$ cat src/rtl/hazard_ctrl_if.sv
// hazard_ctrl_if -- pipeline-to-hazard-controller bundle.
//
// Carries the register numbers and timing tags that the pipeline registers
// expose to the hazard controller. The bundle also carries the stall,
// md_busy and forwarding-select outputs back to the datapath. No data
// values pass through it.
//
// Modports:
//   master : pipeline side (drives register numbers/tags, receives selects)
//   slave  : hazard controller side
interface hazard_ctrl_if;
  // D stage
  logic [4:0] D_rs;
  logic [4:0] D_rt;
  logic [1:0] D_Tuse_rs;
  logic [1:0] D_Tuse_rt;
  logic       D_is_md;
  // E stage
  logic [4:0] E_rs;
  logic [4:0] E_rt;
  logic [4:0] E_A3;
  logic [1:0] E_Tnew;
  logic       E_md_start;
  logic       E_md_isdiv;
  // M stage
  logic [4:0] M_A3;
  logic [1:0] M_Tnew;
  logic [4:0] M_rt;
  // W stage
  logic [4:0] W_A3;
  // controller outputs
  logic       stall;
  logic       md_busy;
  logic [1:0] D_rs_sel;
  logic [1:0] D_rt_sel;
  logic [1:0] E_rs_sel;
  logic [1:0] E_rt_sel;
  logic       M_ForwardStoreDataMux_Sel;

  modport master (
    output D_rs, D_rt, D_Tuse_rs, D_Tuse_rt, D_is_md,
    output E_rs, E_rt, E_A3, E_Tnew, E_md_start, E_md_isdiv,
    output M_A3, M_Tnew, M_rt, W_A3,
    input  stall, md_busy, D_rs_sel, D_rt_sel, E_rs_sel, E_rt_sel,
    input  M_ForwardStoreDataMux_Sel
  );

  modport slave (
    input  D_rs, D_rt, D_Tuse_rs, D_Tuse_rt, D_is_md,
    input  E_rs, E_rt, E_A3, E_Tnew, E_md_start, E_md_isdiv,
    input  M_A3, M_Tnew, M_rt, W_A3,
    output stall, md_busy, D_rs_sel, D_rt_sel, E_rs_sel, E_rt_sel,
    output M_ForwardStoreDataMux_Sel
  );
endinterface

$ cat src/rtl/hazard_ctrl.sv
// hazard_ctrl -- central hazard controller for the five-stage pipeline.
//
// This module decides D-stage stalls from Tuse/Tnew comparisons and from the
// multiply/divide busy counter. It also drives every forwarding-mux select.
// It sees only register numbers and timing tags.
//
// Ports:
//   clk   : pipeline clock
//   reset : synchronous, active-high reset
//   hz    : hazard_ctrl_if.slave bundle. It carries the D/E/M/W register
//           numbers, Tuse/Tnew tags and mult/div start to this module. It
//           returns stall, md_busy, the D/E operand selects and the M-stage
//           store-data select.
module hazard_ctrl #(
  parameter int MULT_CYCLES = 5,
  parameter int DIV_CYCLES  = 10
) (
  input  logic clk,
  input  logic reset,
  hazard_ctrl_if.slave hz
);

  typedef enum logic {IDLE, BUSY} mdState_t;

  mdState_t   state;
  mdState_t   nextState;
  logic [3:0] count;
  logic [3:0] nextCount;
  logic [3:0] loadVal;

  // A stage only forwards/blocks a real destination; $0 is never a producer.
  function automatic logic hits(input logic [4:0] a3, input logic [4:0] r);
    return (r != 5'd0) && (a3 == r);
  endfunction

  // D operands: the E result is the youngest, so it beats M. W needs no path
  // because the register file writes through to its read ports.
  function automatic logic [1:0] dSel(input logic [4:0] r,
                                      input logic [4:0] eA3, input logic [1:0] eTnew,
                                      input logic [4:0] mA3, input logic [1:0] mTnew);
    if (hits(eA3, r) && (eTnew == 2'd0))      return 2'd1;
    else if (hits(mA3, r) && (mTnew == 2'd0)) return 2'd2;
    else                                      return 2'd0;
  endfunction

  function automatic logic [1:0] eSel(input logic [4:0] r,
                                      input logic [4:0] mA3, input logic [1:0] mTnew,
                                      input logic [4:0] wA3);
    if (hits(mA3, r) && (mTnew == 2'd0)) return 2'd1;
    else if (hits(wA3, r))               return 2'd2;
    else                                 return 2'd0;
  endfunction

  // Tuse = 3 (unused operand) can never be below a Tnew of at most 2, so it
  // never stalls without a dedicated term.
  logic dataStall;
  logic mdStall;

  assign dataStall = (hits(hz.E_A3, hz.D_rs) && (hz.D_Tuse_rs < hz.E_Tnew)) ||
                     (hits(hz.M_A3, hz.D_rs) && (hz.D_Tuse_rs < hz.M_Tnew)) ||
                     (hits(hz.E_A3, hz.D_rt) && (hz.D_Tuse_rt < hz.E_Tnew)) ||
                     (hits(hz.M_A3, hz.D_rt) && (hz.D_Tuse_rt < hz.M_Tnew));

  // The start cycle itself must stall too: md_busy only rises one edge later.
  assign mdStall = hz.D_is_md && (hz.E_md_start || hz.md_busy);

  assign hz.stall    = dataStall || mdStall;
  assign hz.md_busy  = (count != 4'd0);
  assign hz.D_rs_sel = dSel(hz.D_rs, hz.E_A3, hz.E_Tnew, hz.M_A3, hz.M_Tnew);
  assign hz.D_rt_sel = dSel(hz.D_rt, hz.E_A3, hz.E_Tnew, hz.M_A3, hz.M_Tnew);
  assign hz.E_rs_sel = eSel(hz.E_rs, hz.M_A3, hz.M_Tnew, hz.W_A3);
  assign hz.E_rt_sel = eSel(hz.E_rt, hz.M_A3, hz.M_Tnew, hz.W_A3);
  assign hz.M_ForwardStoreDataMux_Sel = hits(hz.W_A3, hz.M_rt);

  assign loadVal = hz.E_md_isdiv ? 4'(DIV_CYCLES) : 4'(MULT_CYCLES);

  // NOTE: every always_comb output gets a default first so no path leaves it
  // unassigned, which would infer a latch.
  always_comb begin
    nextState = state;
    nextCount = count;
    unique case (state)
      IDLE: begin
        if (hz.E_md_start) begin
          nextCount = loadVal;
          nextState = (loadVal != 4'd0) ? BUSY : IDLE;
        end
      end
      BUSY: begin
        // A start while busy is normally blocked by stall. If it happens
        // anyway, the latest start wins and the count reloads.
        if (hz.E_md_start) begin
          nextCount = loadVal;
          nextState = (loadVal != 4'd0) ? BUSY : IDLE;
        end else begin
          nextCount = count - 4'd1;
          if (count == 4'd1) nextState = IDLE;
        end
      end
      default: begin
        nextState = IDLE;
        nextCount = 4'd0;
      end
    endcase
  end

  // NOTE: state registers use non-blocking assignments so every flop samples
  // pre-edge values regardless of process evaluation order.
  always_ff @(posedge clk) begin
    if (reset) begin
      state <= IDLE;
      count <= 4'd0;
    end else begin
      state <= nextState;
      count <= nextCount;
    end
  end

endmodule

$ cat src/flat_wrapper.sv
// flat-port wrapper written by rule: the top's interface ports become plain ports
module hazard_ctrl_flat 
#(
  parameter int MULT_CYCLES = 5,
  parameter int DIV_CYCLES  = 10
)
  (clk, reset, hz_D_rs, hz_D_rt, hz_D_Tuse_rs, hz_D_Tuse_rt, hz_D_is_md, hz_E_rs, hz_E_rt, hz_E_A3, hz_E_Tnew, hz_E_md_start, hz_E_md_isdiv, hz_M_A3, hz_M_Tnew, hz_M_rt, hz_W_A3, hz_stall, hz_md_busy, hz_D_rs_sel, hz_D_rt_sel, hz_E_rs_sel, hz_E_rt_sel, hz_M_ForwardStoreDataMux_Sel);
  hazard_ctrl_if hz_i ();
  input  logic clk;
  input  logic reset;
  input wire logic [$bits(hz_i.D_rs)-1:0] hz_D_rs;
  input wire logic [$bits(hz_i.D_rt)-1:0] hz_D_rt;
  input wire logic [$bits(hz_i.D_Tuse_rs)-1:0] hz_D_Tuse_rs;
  input wire logic [$bits(hz_i.D_Tuse_rt)-1:0] hz_D_Tuse_rt;
  input wire logic [$bits(hz_i.D_is_md)-1:0] hz_D_is_md;
  input wire logic [$bits(hz_i.E_rs)-1:0] hz_E_rs;
  input wire logic [$bits(hz_i.E_rt)-1:0] hz_E_rt;
  input wire logic [$bits(hz_i.E_A3)-1:0] hz_E_A3;
  input wire logic [$bits(hz_i.E_Tnew)-1:0] hz_E_Tnew;
  input wire logic [$bits(hz_i.E_md_start)-1:0] hz_E_md_start;
  input wire logic [$bits(hz_i.E_md_isdiv)-1:0] hz_E_md_isdiv;
  input wire logic [$bits(hz_i.M_A3)-1:0] hz_M_A3;
  input wire logic [$bits(hz_i.M_Tnew)-1:0] hz_M_Tnew;
  input wire logic [$bits(hz_i.M_rt)-1:0] hz_M_rt;
  input wire logic [$bits(hz_i.W_A3)-1:0] hz_W_A3;
  output wire logic [$bits(hz_i.stall)-1:0] hz_stall;
  output wire logic [$bits(hz_i.md_busy)-1:0] hz_md_busy;
  output wire logic [$bits(hz_i.D_rs_sel)-1:0] hz_D_rs_sel;
  output wire logic [$bits(hz_i.D_rt_sel)-1:0] hz_D_rt_sel;
  output wire logic [$bits(hz_i.E_rs_sel)-1:0] hz_E_rs_sel;
  output wire logic [$bits(hz_i.E_rt_sel)-1:0] hz_E_rt_sel;
  output wire logic [$bits(hz_i.M_ForwardStoreDataMux_Sel)-1:0] hz_M_ForwardStoreDataMux_Sel;
  assign hz_i.D_rs = hz_D_rs;
  assign hz_i.D_rt = hz_D_rt;
  assign hz_i.D_Tuse_rs = hz_D_Tuse_rs;
  assign hz_i.D_Tuse_rt = hz_D_Tuse_rt;
  assign hz_i.D_is_md = hz_D_is_md;
  assign hz_i.E_rs = hz_E_rs;
  assign hz_i.E_rt = hz_E_rt;
  assign hz_i.E_A3 = hz_E_A3;
  assign hz_i.E_Tnew = hz_E_Tnew;
  assign hz_i.E_md_start = hz_E_md_start;
  assign hz_i.E_md_isdiv = hz_E_md_isdiv;
  assign hz_i.M_A3 = hz_M_A3;
  assign hz_i.M_Tnew = hz_M_Tnew;
  assign hz_i.M_rt = hz_M_rt;
  assign hz_i.W_A3 = hz_W_A3;
  assign hz_stall = hz_i.stall;
  assign hz_md_busy = hz_i.md_busy;
  assign hz_D_rs_sel = hz_i.D_rs_sel;
  assign hz_D_rt_sel = hz_i.D_rt_sel;
  assign hz_E_rs_sel = hz_i.E_rs_sel;
  assign hz_E_rt_sel = hz_i.E_rt_sel;
  assign hz_M_ForwardStoreDataMux_Sel = hz_i.M_ForwardStoreDataMux_Sel;
  hazard_ctrl #(.MULT_CYCLES(MULT_CYCLES), .DIV_CYCLES(DIV_CYCLES)) u_core (.clk(clk), .reset(reset), .hz(hz_i));
endmodule
$ cat config.mk
export PLATFORM = sky130hd
export DESIGN_NAME = hazard_ctrl_flat
export DESIGN_NICKNAME = d
export VERILOG_FILES = /design/src/rtl/hazard_ctrl_if.sv /design/src/rtl/hazard_ctrl.sv /design/src/flat_wrapper.sv
export SDC_FILE = /design/constraint.sdc
export NUM_CORES = 1
export LEC_CHECK = 0
export CORE_MARGIN = 1
export CORE_UTILIZATION = 66
export CTS_BUF_LIST = sky130_fd_sc_hd__clkbuf_4
export CTS_CLUSTER_DIAMETER = 60
export DETAILED_ROUTE_END_ITERATION = 10
export DONT_BUFFER_PORTS = 1
export PLACE_DENSITY = 0.91
export SLEW_MARGIN = 20
export SYNTH_ARGS = -nofsm -noshare
export SYNTH_HDL_FRONTEND = slang
export SYNTH_SLANG_ARGS = --single-unit
$ cat constraint.sdc
create_clock -name clk -period 1.9 [get_ports clk]
set_input_delay 0.38 -clock clk [delete_from_list [all_inputs] [get_ports clk]]
set_output_delay 0.38 -clock clk [all_outputs]
set_load 0.02 [all_outputs]
==> flow_summary.json <==
{
  "status": "finished, violations left",
  "violations": "negative setup slack",
  "finalSetupViolCount": 2,
  "fp.dieArea_um2": 1710,
  "synth_top_area_share_pct": 31.7,
  "synth_top_area_cell": "xor2_1",
  "maxCapViolations": 0,
  "drt_iter0_markers": 31,
  "max_stage_delay_ps": 370,
  "yosys-top-cells-area": "xor2_1 32%, dfxtp_1 9.8%, ha_1 8.6%",
  "hold_viol": 0,
  "ys_ff_latch": 5,
  "grt_pass1_wl_mm": 4.31,
  "drtAntennaViolNets": 0,
  "cp_cell_sequence": "inv_2 > ha_4 > or3b_4 > o21a_1 > a41oi_2 > nand4_1",
  "cts.sinks": 5,
  "track_usage_pct": 40.2,
  "fmax_mhz": 462,
  "syn-instance-count": 134,
  "setup_ws_ps": -263,
  "p_per_area_nw_per_um2": 425,
  "core_area_um2": 1370,
  "synth-seq-area-share_pct": 9.80,
  "clk_pin_slew_ps": 60,
  "gp_congestion": 0.788,
  "synthArstFlopShare_pct": 0,
  "holdWs_ps": 194,
  "hold_class": "in -> reg",
  "drive_above_1_share_pct": 20.8,
  "wl_per_cell_um": 21.1,
  "peakVddDrop_mv": 0.348,
  "cp_slowest_cell": "or3b_4",
  "crit_type": "reg -> out",
  "yosysMostFrequentCell": "xor2_1",
  "antenna_found_initial": 0,
  "h-tree-depth": 1,
  "wl_met2_mm": 1.64,
  "post-place-cells": 157,
  "crit_path_end_kind": "output port",
  "dp_hpwl_mm": 2.19,
  "area_growth_pct": 19.2,
  "ctsLongestPathBuffers": 2,
  "die_y_um": 41.3,
  "start_util_pct": 74.7,
  "syn_nets": 194,
  "place_ws_ps": 10.3,
  "wl_met3_um": 431,
  "io_buffers": 0,
  "synth_commonest_cells": "37 x xor2_1, 15 x nor2_1, 10 x xnor2_1",
  "drv_slew": 0,
  "cp-start-kind": "register",
  "cts_tree": "done",
  "synth_cell_type_count": 26,
  "maxUsedRoutingLayer": "met4",
  "finalClockSkew_ps": 19.4,
  "worst_slew_pin_slew_ps": 402,
  "syn-cell-area_um2": 1020,
  "clockRootBuffer": "clkbuf_4",
  "ys_warn_count": 0,
  "synth_edf_count": 0,
  "diodes": 0,
  "grt_max_degree": 9,
  "syn_area_per_cell_um2": 7.62,
  "relSlewSlack_pct": 73.1,
  "first_pass_iters": 4,
  "grt_pass1_vias": 1079,
  "rsz0062_at_grt": "yes",
  "power_leakage_uw": 0.000490,
  "cts_buffers": 3,
  "crit_fanout": 2,
  "insertion_delay_ps": 270,
  "fin_cells": 164,
  "drc": 0,
  "gr-total-overflow": 0,
  "num_vias": 1101,
  "die_w_um": 41.3,
  "routed_wl_mm": 3.47,
  "ys.flop_type": "dfxtp_1",
  "wirelength_met1_mm": 1.20,
  "ctsHoldBuffers": 0,
  "worst_ep_required_time_ps": 1520,
  "ios": 64,
  "fin_crit_sh_pct": 114,
  "min_period_ps": 2160,
  "row_count": 13,
  "crit_arrival_ps": 1780,
  "vias_per_cell": 6.71,
  "layout.nets": 210
}
==> path summary, 6_finish.rpt <==
kind	startpoint	to	slack, ps	cells after the start
setup / recovery	u_core.count[0]$_SDFFE_PP0P_	hz_stall	-260	6
hold / removal	reset	u_core.state$_SDFF_PP0_	190	1
setup reg to reg	u_core.count[0]$_SDFFE_PP0P_	u_core.count[2]$_SDFFE_PP0P_	560	7
hold reg to reg	u_core.state$_SDFF_PP0_	u_core.state$_SDFF_PP0_	650	2
==> cells in the final DEF (no fill, tap or decap), drive strengths merged <==
cell type and n:
a211o 1, a21oi 9, a41oi 1, and2 1
and3 1, and4 1, buf 12, clkbuf 4
dfxtp 5, ha 7, inv 4, nand2 5
nand2b 4, nand4 8, nor2 15, nor3 8
nor4 5, nor4b 1, o2111a 1, o21a 4
o21ai 1, or3b 1, or4 3, xnor2 10
xor2 37
==> final cells by class <==
| class | instances | area, um^2 |
|---|---|---|
| clock buffers | 4 | 30.0 |
| well taps | 15 | 18.8 |
| flip-flops and latches | 5 | 103 |
| inverters | 4 | 15.0 |
| multi-input cells | 124 | 961 |
| fillers | 70 | 149 |
| repair buffers | 12 | 90.1 |
==> layer usage <==
layer / track usage (%) / vias to the layer above
met5: 0 / -
met1: 37.9 / 463
li1: - / 501
met2: 75.0 / 105
met3: 14.4 / 32
met4: 21.0 / 0
==> critical path, delay by kind of cell (launching register included) <==
| family | cells | cell delay [ps] |
|---|---|---|
| buffers and inverters | 1 | 80 |
| AOI/OAI and AO/OA | 2 | 340 |
| and+or+nand+nor | 2 | 620 |
| adders and majority gates | 1 | 130 |
| DFF | 1 | 340 |
==> kinds of logic after synthesis <==
| kind of cell | after synthesis | share of synthesized area (%) |
|---|---|---|
| simple gates | 53 | 28.7 |
| xor+xnor | 47 | 40.3 |
| compound gates | 17 | 10.8 |
| fa+ha+maj | 7 | 8.58 |
| buf+inv | 5 | 1.84 |
| flops | 5 | 9.80 |
==> report_power, final <==
group	internal [uW]	switching, uW	leakage [uW]
registers	115	11.5	0.0000422
clock network	94.8	61.7	0.0000184
logic	120	115	0.000429
==> flip-flops by register name, summed over array words and instances (netlist names) <==
signal / count
u_core.count: 4
u_core.state: 1
==> per-stage QoR <==
step,cell area [um^2],util [%],setup TNS [ps],power (uW)
detailed placement,1120,82.1,0,321
global placement,1120,82.1,0,312
floorplan,1040,-,-77.6,285
CTS,1190,87.0,-237,490
finish,1220,89.1,-339,518
global route,1220,89.1,-393,547
==> timing repair <==
action | CTS | global route
buffers inserted | 2 | 1
setup endpoints to repair | 1 | 3
pin swaps | 3 | 4
resized for setup | 7 | 6
Power figures use the tool's default switching activity.
